**src/rtl/spi_reg_ctrl.sv**
```systemverilog
// Command/register controller behind the SPI slave shifter: decodes command/data pairs,
// owns MODE/GPIO registers, loads read responses. Optional write timeout: SPI_CMD_TIMEOUT_EN.
module spi_reg_ctrl #(
    parameter int unsigned GPIO_W         = 8,
    parameter logic [7:0]  MODE_RST       = 8'h00,
    parameter int unsigned TIMEOUT_CYCLES = 1024
) (
    input  logic              sys_clk,
    input  logic              rst,
    input  logic              rx_valid,
    input  logic [7:0]        rx_byte,
    input  logic              frame_active,
    input  logic [GPIO_W-1:0] gpio_in,
    output logic [7:0]        tx_byte,
    output logic              tx_load,
    output logic [7:0]        mode,
    output logic [GPIO_W-1:0] gpio_out,
    output logic [GPIO_W-1:0] gpio_oe,
    output logic              soft_rst,
    output logic              err,
    output logic              busy
);
    typedef enum logic [1:0] {
        IDLE  = 2'd0,
        WDATA = 2'd1,
        RSP   = 2'd2
    } state_t;

    localparam logic [2:0] A_CTRL = 3'd0;
    localparam logic [2:0] A_MODE = 3'd1;
    localparam logic [2:0] A_GOUT = 3'd2;
    localparam logic [2:0] A_GOE  = 3'd3;
    localparam logic [2:0] A_GIN  = 3'd4;
    localparam logic [2:0] A_STAT = 3'd5;

    state_t            state_q, state_d;
    logic [2:0]        addr_q, addr_d;
    logic [2:0]        status_q, status_d;
    logic [7:0]        tx_byte_q, tx_byte_d;
    logic              tx_load_q, tx_load_d;
    logic [7:0]        mode_q, mode_d;
    logic [GPIO_W-1:0] gout_q, gout_d;
    logic [GPIO_W-1:0] goe_q, goe_d;
    logic              soft_rst_q, soft_rst_d;
    logic              frame_q;

    logic              frame_fall;
    logic              rx_acc;
    logic              cmd_legal;
    logic              tmo_hit;
    logic [7:0]        rd_val;
    logic [2:0]        err_set;

    assign frame_fall = frame_q & ~frame_active;
    // A byte completing in the cycle slave-select drops still belongs to the frame.
    assign rx_acc     = rx_valid & (frame_active | frame_q);
    assign cmd_legal  = (rx_byte[6:3] == 4'd0) && (rx_byte[2:0] <= A_STAT);

    always_comb begin
        rd_val = '0;
        case (rx_byte[2:0])
            A_MODE:  rd_val = mode_q;
            A_GOUT:  rd_val = 8'(gout_q);
            A_GOE:   rd_val = 8'(goe_q);
            A_GIN:   rd_val = 8'(gpio_in);
            A_STAT:  rd_val = {5'd0, status_q};
            default: rd_val = '0;
        endcase
    end

`ifdef SPI_CMD_TIMEOUT_EN
    localparam int unsigned CNT_W = $clog2(TIMEOUT_CYCLES + 1);

    logic [CNT_W-1:0] tmo_cnt_q, tmo_cnt_d;

    assign tmo_cnt_d = (state_q == WDATA) ? tmo_cnt_q + CNT_W'(1) : '0;
    assign tmo_hit   = (state_q == WDATA) && (tmo_cnt_q == CNT_W'(TIMEOUT_CYCLES - 1));

    always_ff @(posedge sys_clk or negedge rst) begin
        if (!rst) begin
            tmo_cnt_q <= '0;
        end else begin
            tmo_cnt_q <= tmo_cnt_d;
        end
    end
`else
    assign tmo_hit = 1'b0;
`endif

    always_comb begin
        state_d    = state_q;
        addr_d     = addr_q;
        tx_byte_d  = tx_byte_q;
        tx_load_d  = 1'b0;
        soft_rst_d = 1'b0;
        mode_d     = mode_q;
        gout_d     = gout_q;
        goe_d      = goe_q;
        err_set    = '0;
        // Read-to-clear takes effect at the end of the tx_load cycle; new errors OR in below.
        status_d   = (tx_load_q && addr_q == A_STAT) ? '0 : status_q;

        if (rx_acc) begin
            case (state_q)
                IDLE: begin
                    if (!cmd_legal) begin
                        err_set[0] = 1'b1;
                    end else begin
                        addr_d = rx_byte[2:0];
                        if (rx_byte[7]) begin
                            state_d = WDATA;
                        end else begin
                            state_d   = RSP;
                            tx_byte_d = rd_val;
                            tx_load_d = 1'b1;
                        end
                    end
                end
                WDATA: begin
                    state_d = IDLE;
                    case (addr_q)
                        A_CTRL: begin
                            if (rx_byte[0]) begin
                                mode_d     = MODE_RST;
                                gout_d     = '0;
                                goe_d      = '0;
                                status_d   = '0;
                                soft_rst_d = 1'b1;
                            end
                        end
                        A_MODE:  mode_d = rx_byte;
                        A_GOUT:  gout_d = rx_byte[GPIO_W-1:0];
                        A_GOE:   goe_d  = rx_byte[GPIO_W-1:0];
                        default: err_set[0] = 1'b1;
                    endcase
                end
                default: state_d = IDLE;
            endcase
        end

        if (frame_fall) begin
            if (state_d == WDATA) begin
                err_set[1] = 1'b1;
                state_d    = IDLE;
            end else if (state_d == RSP) begin
                state_d = IDLE;
            end
        end

        if (state_d == WDATA && tmo_hit) begin
            err_set[2] = 1'b1;
            state_d    = IDLE;
        end

        status_d = status_d | err_set;
    end

    always_ff @(posedge sys_clk or negedge rst) begin
        if (!rst) begin
            state_q    <= IDLE;
            addr_q     <= '0;
            status_q   <= '0;
            tx_byte_q  <= '0;
            tx_load_q  <= 1'b0;
            mode_q     <= MODE_RST;
            gout_q     <= '0;
            goe_q      <= '0;
            soft_rst_q <= 1'b0;
            frame_q    <= 1'b0;
        end else begin
            state_q    <= state_d;
            addr_q     <= addr_d;
            status_q   <= status_d;
            tx_byte_q  <= tx_byte_d;
            tx_load_q  <= tx_load_d;
            mode_q     <= mode_d;
            gout_q     <= gout_d;
            goe_q      <= goe_d;
            soft_rst_q <= soft_rst_d;
            frame_q    <= frame_active;
        end
    end

    assign tx_byte  = tx_byte_q;
    assign tx_load  = tx_load_q;
    assign mode     = mode_q;
    assign gpio_out = gout_q;
    assign gpio_oe  = goe_q;
    assign soft_rst = soft_rst_q;
    assign err      = |status_q;
    assign busy     = (state_q != IDLE);

endmodule

```
**config.mk**
```make
export PLATFORM = sky130hd
export DESIGN_NAME = spi_reg_ctrl
export DESIGN_NICKNAME = d
export VERILOG_FILES = /design/src/rtl/spi_reg_ctrl.sv
export SDC_FILE = /design/constraint.sdc
export NUM_CORES = 1
export LEC_CHECK = 0
export ABC_CLOCK_PERIOD_IN_PS = 2000
export CORE_ASPECT_RATIO = 1.75
export CORE_MARGIN = 1.5
export CORE_UTILIZATION = 35
export CTS_BUF_LIST = sky130_fd_sc_hd__clkbuf_8
export CTS_CLUSTER_DIAMETER = 100
export DETAILED_ROUTE_END_ITERATION = 8
export PLACE_DENSITY_LB_ADDON = 0.1
export SYNTH_ARGS = -nofsm -noshare
export SYNTH_HDL_FRONTEND = slang
export SYNTH_SLANG_ARGS = --single-unit
```
**constraint.sdc**
```tcl
create_clock -name sys_clk -period 2 [get_ports sys_clk]
set_input_delay 0.5 -clock sys_clk [delete_from_list [all_inputs] [get_ports sys_clk]]
set_output_delay 0.5 -clock sys_clk [all_outputs]
set_load 0.005 [all_outputs]
```
Yosys cells after proc, flatten, opt, wreduce, memory -nomap -nowiden

Index checks and enable logic that the tools add are counted.

Input bits: 20
Logic and storage cells: 77
Register bits: 43
Output and inout port bits: 36

Muxes and demuxes: 31
$lt $le $gt $ge: 1
Bitwise operators: 6
Reduce and logical (&&, ||, !) cells: 16
Equality and inequality tests: 13

Operators by type and width:

| operator             | number |
|---|---|
| $pmux W8 S2          | 3 |
| $pmux W8 S5          | 1 |
| $reduce_and A4 Y1    | 4 |
| $mux W3              | 5 |
| $mux W2              | 7 |
| $mux W1              | 13 |
| $eq A3 B2 Y1 const B | 4 |
| $eq A3 B3 Y1 const B | 3 |
| $mux W8              | 1 |
| $reduce_bool A2 Y1   | 4 |
| $eq A3 B1 Y1 const B | 2 |
| $eq A2 B1 Y1 const B | 2 |
| $logic_not A4 Y1     | 1 |
| $reduce_or A4 Y1     | 1 |
| $le A3 B3 Y1 const B | 1 |
| $logic_not A3 Y1     | 1 |
| $or A3 B2 Y3         | 1 |
| $reduce_and A3 Y1    | 1 |
| $reduce_or A3 Y1     | 1 |
| $and A1 B1 Y1        | 2 |
| $eq A2 B2 Y1 const B | 1 |
| $logic_and A1 B1 Y1  | 2 |
| $logic_not A2 Y1     | 1 |
| $ne A2 B2 Y1 const B | 1 |
| 3 further kinds      | 4 |

Depth between registers and ports, before layout

Gate-level depths: netlist of run 1.

Depth in word-level cells: 9
Depth in mapped cells: 6
Mapped depth without buffers: 5

Least setup slack after synthesis of run 1

Ideal clock, no wire load.

Path kind: input port to flip-flop
Start point: in rx_byte[1]
End point: reg tx_byte_q[0] (netlist: tx_byte[0])
Buffers on the path: 1
Stages on the path: 6
Setup time: 0.076 ns
Data required time: 1.924 ns
Slack: -0.148 ns
Data arrival time: 2.072 ns
Cell sequence: ha_1 or4_4 or4_4 buf_6 o21bai_4 o21ai_1

Word-level cells in the longest chain between the ends: 3
Elaborated cells on any way between the ends: 9
Those cells by class: order compare: 1; eq/ne: 5; mux: 1; reduce/logical: 2

RTL lines:

| what                        | line | RTL |
|---|---|---|
| from (decl)                 | 11   | `input logic [7:0] rx_byte,` |
| $le A3 B3 Y1                | 57   | `assign cmd_legal = (rx_byte[6:3] == 4'd0) && (rx_byte[2:0] <= A_STAT);` |
| $logic_and A1 B1 Y1         | 57   |  |
| $reduce_and A4 Y1 (no line) | -    |  |
| to (signal assigned)        | 174  | `tx_byte_q <= tx_byte_d;` |
| to (decl)                   | 39   | `logic [7:0] tx_byte_q, tx_byte_d;` |

Parallel ways exist; a longest one is shown, timed or not.
A chain may end at the register's enable or synchronous reset.

Worst setup path after layout of run 1

Start point: in rx_byte[7]
End point: reg tx_byte_q[4] (netlist: tx_byte[4])

Word-level cells in the longest chain between the ends: 2

RTL lines:

| what |
|---|
| $not A1 Y1 (no line) |
| $reduce_and A4 Y1 (no line) |

Every way passes these cells.

==> metrics.yaml, run 1 <==
status: "complete, no violations"
worstReg2RegStart: "state_q[1]"
internal_power_mw: 1.63
final_util_pct: 54.1
io_pins: 56
die_h_um: 105
clk_latency_ps: 300
drcViolationCount: 0
cts_buffer_depth: 2
synthAdderAreaFrac_pct: 0.598
synthDistinctLibCells: 39
syn_area_per_cell_um2: 10.6
ys_ff_latch: 43
drt_iter0_markers: 62
vias: 1896
worstReg2RegEnd: "tx_byte[4]"
finalPower_mw: 2.17
clk_pin_slew_worst_paths_ps: 90
leakagePower_nw: 1.41
synthesis.yosys.warnings: 0
synth_top_family_by_area: "compound AO/OA/AOI/OAI gates"
ir_drop_uv: 345
switching_share_pct: 25.0
max_freq_ghz: 0.516
clkSinkCount: 43
ys_top_cells_by_area: "dfrtp_1 (51%), a22o_1 (5.4%), mux2i_1 (4.3%)"
final_area_mm2: 0.00315
pwr-share-comb_pct: 17.3
globalplace.congestion: 0.818
core_mm2: 0.00583
synth_area_mm2: 0.00209
synth_top_area_share_pct: 51.5
grt_pass1_wl_um: 10000
seqPwrFrac_pct: 45.4
setup_violations: 0
cp.arrival_ps: 2170
synth_xor_area_share_pct: 0
grt.overflow.total: 0
hold_viol_final: 0
tritoncts: "built"
synth-compound-area-share_pct: 23.5
timing.final.crit_share_pct: 96.9
grt_max_degree: 44
initial_utilization_pct: 35.8
maxCapViolCount: 0
cp.required_ps: 2230
final_antenna_net_count: 0
placed_cell_area_mm2: 0.00297
r2r_cells: 5
grt_pass1_vias: 1964
final.fill_count: 572
skew_ps: 6.19
cts-root-buf: "clkbuf_8"
synthMuxAreaShare_pct: 6.46
nets: 308
port-buffer-count: 55
viasPerCell: 5.18
rsz0062_at_grt: "no"
slew_headroom_pct: 58.0
wl_per_cell_um: 16.9
syn_inst: 197
holdBufCountCts: 0
row_count: 37
cp-end-kind: "flop"
dr.pass1.iters: 4
syn-num-nets: 218
min_period_ps: 1940
clkPwrFrac_pct: 37.3
synth_area_leader_cell: "dfrtp_1"
worstHoldPathType: "in -> async"
worstPathMaxFanout: 8
rrSetupSlack_ps: 60
numCtsBuffers: 5
drive_above_1_share_pct: 23.3
final_cell_mix: "clkdlybuf4s50_1 (47), dfrtp_1 (42), buf_4 (37), nand2_1 (13), a22o_1 (13)"
dieArea_mm2: 0.00646
final_common_cell: "clkdlybuf4s50_1"
synth_simple_gate_area_share_pct: 13.9
slew_viol_final: 0
critPathKind: "in -> reg"
antennaDiodeCount: 0
wirelength_um: 6180
place_hpwl_um: 4580
grt_antenna_before_repair: 0
power_density_mw_per_mm2: 689
die_width_um: 61.4
yosysSeqAreaShare_pct: 51.5
start_kind: "input port"
worst_slew_pin_slew_ps: 626
p_sw_uw: 543
syn_to_final_growth_pct: 50.9
ctsHtreeMaxLevel: 2
track_usage_pct: 20.9
## per-stage QoR
stage	cells	setup TNS [ps]	worst slack [ps]	hold slack, ps
finish	366	0	61.9	260
floorplan	197	-766	-105	204
global route	366	0	6.95	309
detailed placement	353	-8920	-574	479
global placement	353	-8750	-534	464
CTS	366	0	6.94	287
## per-layer routing
layer	up-vias	track usage (%)	share of wire [%]
met5	-	0	0
met4	0	6.84	1.5
met3	7	2.70	3.2
met2	49	36.5	55
met1	934	25.5	40
li1	906	-	-
## how the worst max path moves through the flow
stage / start / endpoint / slack [ps] / depth (start not counted)
after detailed placement: rx_byte[1] / tx_byte[4] / -570 / 6
after CTS: state_q[1] / busy / 7 / 2
after global routing: state_q[1] / tx_byte[4] / 7 / 5
final: rx_byte[7] / tx_byte[4] / 60 / 5
after global placement: rx_byte[1] / tx_byte[2] / -530 / 6
after floorplan: rx_byte[1] / tx_byte[2] / -110 / 6
## cells by family after synthesis
group | after synthesis
muxes | 13
adders and majority gates | 1
AOI/OAI and AO/OA | 69
and+or+nand+nor | 50
buffers and inverters | 21
DFF | 43
## cells in the mapped netlist
cell type  count
nand4b_1       1
o21ai_2        1
or4_4          2
o21ai_1        8
o21bai_4       1
a31o_2         3
nor2_1         7
mux2_2         4
or3_1          2
nor2b_1        6
nor3b_1        2
o21ai_0        9
a22oi_1        6
and2_1         2
buf_6          1
or2_2          1
nor3b_2        1
o32ai_1        2
clkbuf_1       9
o21a_1         2
nor4b_2        1
nand3_1        7
nor4_2         1
a21oi_1       10
nand2b_1       2
o22a_1         5
dfrtp_1       43
and3_1         2
a311oi_1       1
a22o_1        13
o22ai_1        3
buf_1          1
o211ai_1       1
ha_1           1
inv_1         10
nand2_1       13
a211oi_1       3
o2111ai_1      1
mux2i_1        9
## registers in the layout, indices dropped and copies added, names as in the netlist
signal and flops:
gpio_oe 8, gpio_out 8, mode 8, tx_byte 8
addr_q 3, status_q 3, state_q 2, frame_q 1
soft_rst 1, tx_load 1
## critical path, stage by stage
cell and delay (ps):
clkdlybuf4s50_1 410, or3_1 350, or4_4 530, o21bai_4 230
o21ai_1 150
## power groups by stage
stage / clock [mW] / combinational, mW / sequential (mW)
finish: 0.810 / 0.377 / 0.987
global placement: 0 / 0.366 / 1.00
global route: 0.862 / 0.416 / 0.996
CTS: 0.830 / 0.378 / 0.985
detailed placement: 0 / 0.368 / 1.00
floorplan: 0 / 0.158 / 0.983
## final cells by class
type / count / area (um^2) / share of cell area, %
Tap cell: 78 / 97.6 / 3.09
Inverter: 10 / 37.5 / 1.19
Clock inverter: 3 / 67.6 / 2.14
Sequential cell: 43 / 1080 / 34.2
Multi-Input combinational cell: 133 / 962 / 30.5
Clock buffer: 5 / 68.8 / 2.18
Timing Repair Buffer: 94 / 843 / 26.7
## timing repair
action,4_1_cts,5_1_grt
endpoints found under the setup margin,15,4
pin swaps,4,2
setup buffers,5,0
gates resized for setup,15,4
(Power assumes the default switching activity.)
==> run 2, diff against run 1 <==
- CTS_BUF_LIST: sky130_fd_sc_hd__clkbuf_8 -> sky130_fd_sc_hd__clkbuf_4 sky130_fd_sc_hd__clkbuf_8 sky130_fd_sc_hd__clkbuf_16
==> results of run 2 <==
Same layout as run 1: the final DEF is identical, and so are final timing and power.
==> run 3, diff against run 2 <==
- ABC_CLOCK_PERIOD_IN_PS: 2000 -> not set
- CORE_MARGIN: 1.5 -> 2
==> run 3 against run 2 <==
Effect of this change:
- register-to-register slack better by 40 ps
- first-iteration DRC count is 39% higher
- critical path depth is 1 higher
- die area is 2.6% higher
- combinational power is 1% lower
- cell count is 0.27% higher
- critical path type unchanged
- hold slack worse by 79 ps
- design area is 0.67% lower
- total power is 12% lower
- core utilization is 0.36 points lower
- sequential cell count stayed put
==> metrics.yaml, run 3 (same netlist as run 1, synthesis figures left out) <==
grt_pass1_vias: 1892  # was 1964
globalplace.congestion: 0.784  # was 0.818
ctsHtreeMaxLevel: 2  # unchanged
die_h_um: 106  # was 105 um
dr.pass1.iters: 4  # unchanged
hold_viol_final: 0  # unchanged
clkSinkCount: 43  # unchanged
status: "complete, no violations"  # unchanged
numCtsBuffers: 5  # unchanged
p_sw_uw: 514  # was 543 uW
rsz0062_at_grt: "no"  # unchanged
start_kind: "input port"  # unchanged
syn_to_final_growth_pct: 49.9  # was 50.9%
cp.arrival_ps: 2160  # was 2170 ps
cp-end-kind: "flop"  # unchanged
dp_cells: 352  # was 353
min_period_ps: 1980  # was 1940 ps
drcViolationCount: 0  # unchanged
worstHoldPathType: "in -> async"  # unchanged
wirelength_um: 6200  # was 6180 um
skew_ps: 5.60  # was 6.19 ps
grt_pass1_wl_um: 10100  # was 10000 um
tns_ps: 0  # unchanged
fin_cells: 367  # was 366
antennaDiodeCount: 0  # unchanged
io_pins: 56  # unchanged
final_cell_mix: "clkdlybuf4s50_1 (47), dfrtp_1 (42), buf_4 (38), nand2_1 (13), a22o_1 (13)"  # was clkdlybuf4s50_1 (47), dfrtp_1 (42), buf_4 (37), nand2_1 (13), a22o_1 (13)
cts_buffer_depth: 2  # unchanged
final.fill_count: 590  # was 572
row_count: 37  # unchanged
nets: 310  # was 308
core_mm2: 0.00583  # unchanged
holdWs_ps: 181  # was 260 ps
worstPathMaxFanout: 3  # was 8
port-buffer-count: 55  # unchanged
tritoncts: "built"  # unchanged
final_area_mm2: 0.00313  # was 0.00315 mm^2
dieArea_mm2: 0.00663  # was 0.00646 mm^2
worst_slew_pin_slew_ps: 536  # was 626 ps
finalPower_mw: 1.92  # was 2.17 mW
cp.required_ps: 2180  # was 2230 ps
initial_utilization_pct: 35.8  # unchanged
leakagePower_nw: 1.41  # about the same
final_antenna_net_count: 0  # unchanged
pwr-share-comb_pct: 19.4  # was 17.3%
drt_iter0_markers: 86  # was 62
viasPerCell: 5.08  # was 5.18
grt_max_degree: 23  # was 44
placed_cell_area_mm2: 0.00297  # about the same
slew_viol_final: 0  # unchanged
grt_antenna_before_repair: 0  # unchanged
final_util_pct: 53.7  # was 54.1%
critPathKind: "in -> reg"  # unchanged
vias: 1864  # was 1896
seqPwrFrac_pct: 51.6  # was 45.4%
track_usage_pct: 19.6  # was 20.9%
cp_top_family: "simple AND/OR/NAND/NOR gates"  # unchanged
dp_slack_ps: -586  # was -574 ps
final_common_cell: "clkdlybuf4s50_1"  # unchanged
critPathMaxStageDelay_ps: 550  # was 530 ps
crit_path_cell_trace: "dlygate4sd2_1 -> or4_4 -> buf_6 -> nor4_4 -> buf_4 -> mux2_4"  # was clkdlybuf4s50_1 -> or3_1 -> or4_4 -> o21bai_4 -> o21ai_1
die_width_um: 62.4  # was 61.4 um
clk_latency_ps: 290  # was 300 ps
timing.final.crit_share_pct: 99.0  # was 96.9%
maxCapViolCount: 0  # unchanged
cts-root-buf: "clkbuf_8"  # unchanged
switching_share_pct: 26.7  # was 25.0%
setup_violations: 0  # unchanged
power_density_mw_per_mm2: 614  # was 689 mW/mm^2
place_hpwl_um: 4710  # was 4580 um
max_freq_ghz: 0.505  # was 0.516 GHz
internal_power_mw: 1.41  # was 1.63 mW
drive_above_1_share_pct: 23.5  # was 23.3%
grt.overflow.total: 0  # unchanged
fin_ws_ps: 20.7  # was 61.9 ps
clk_pin_slew_worst_paths_ps: 80  # was 90 ps
critical_path_buf_inv_count: 3  # was 1
slew_headroom_pct: 64.3  # was 58.0%
ir_drop_uv: 509  # was 345 uV
clkPwrFrac_pct: 29.0  # was 37.3%
cp_slowest_cell: "or4_4"  # unchanged
wl_per_cell_um: 16.9  # about the same
[run 3: power by group through the flow]
stage                     clock, mW  sequential [mW]  combinational, mW
after floorplan                   0            0.983              0.158
after global placement            0             1.01              0.360
after detailed placement          0             1.01              0.361
after CTS                     0.581            0.991              0.375
after global routing          0.608             1.00              0.408
final                         0.558            0.992              0.372
[run 3: layout make-up]
| class | instances | area [um^2] | area share, % |
|---|---|---|---|
| sequential | 43 | 1080 | 34.4 |
| timing repair buffer | 96 | 870 | 27.8 |
| tap | 78 | 97.6 | 3.12 |
| clock buffer | 6 | 82.6 | 2.64 |
| multi-input combinational | 133 | 963 | 30.8 |
| inverter | 10 | 37.5 | 1.20 |
| clock inverter | 1 | 5.00 | 0.160 |
[run 3: worst paths after layout]
kind,from,cells past startpoint,slack (ps),endpoint
min in group sys_clk,tx_byte[6],2,480,tx_byte[6]
min reg2reg,tx_byte[6],2,480,tx_byte[6]
max in group asynchronous,rst,2,1320,gpio_oe[3]
min,rst,1,180,tx_byte[7]
max reg2reg,state_q[1],5,100,tx_byte[7]
max,rx_byte[5],6,20,addr_q[0]
[run 3: routing by layer]
metal	vias up	part of all wire, %	global-route usage (%)
met2	51	55	35.8
met1	900	40	24.2
li1	909	-	-
met3	4	3.9	2.43
met4	0	0.79	5.24
met5	-	0	0
[run 3: repair_timing]
action                                  4_1_cts  5_1_grt
pin swaps                                     5        3
endpoints found under the setup margin       17        7
hold buffers                                  0        0
buffers inserted                              4        4
endpoints found under the hold margin         0        0
gates resized for setup                      17        2
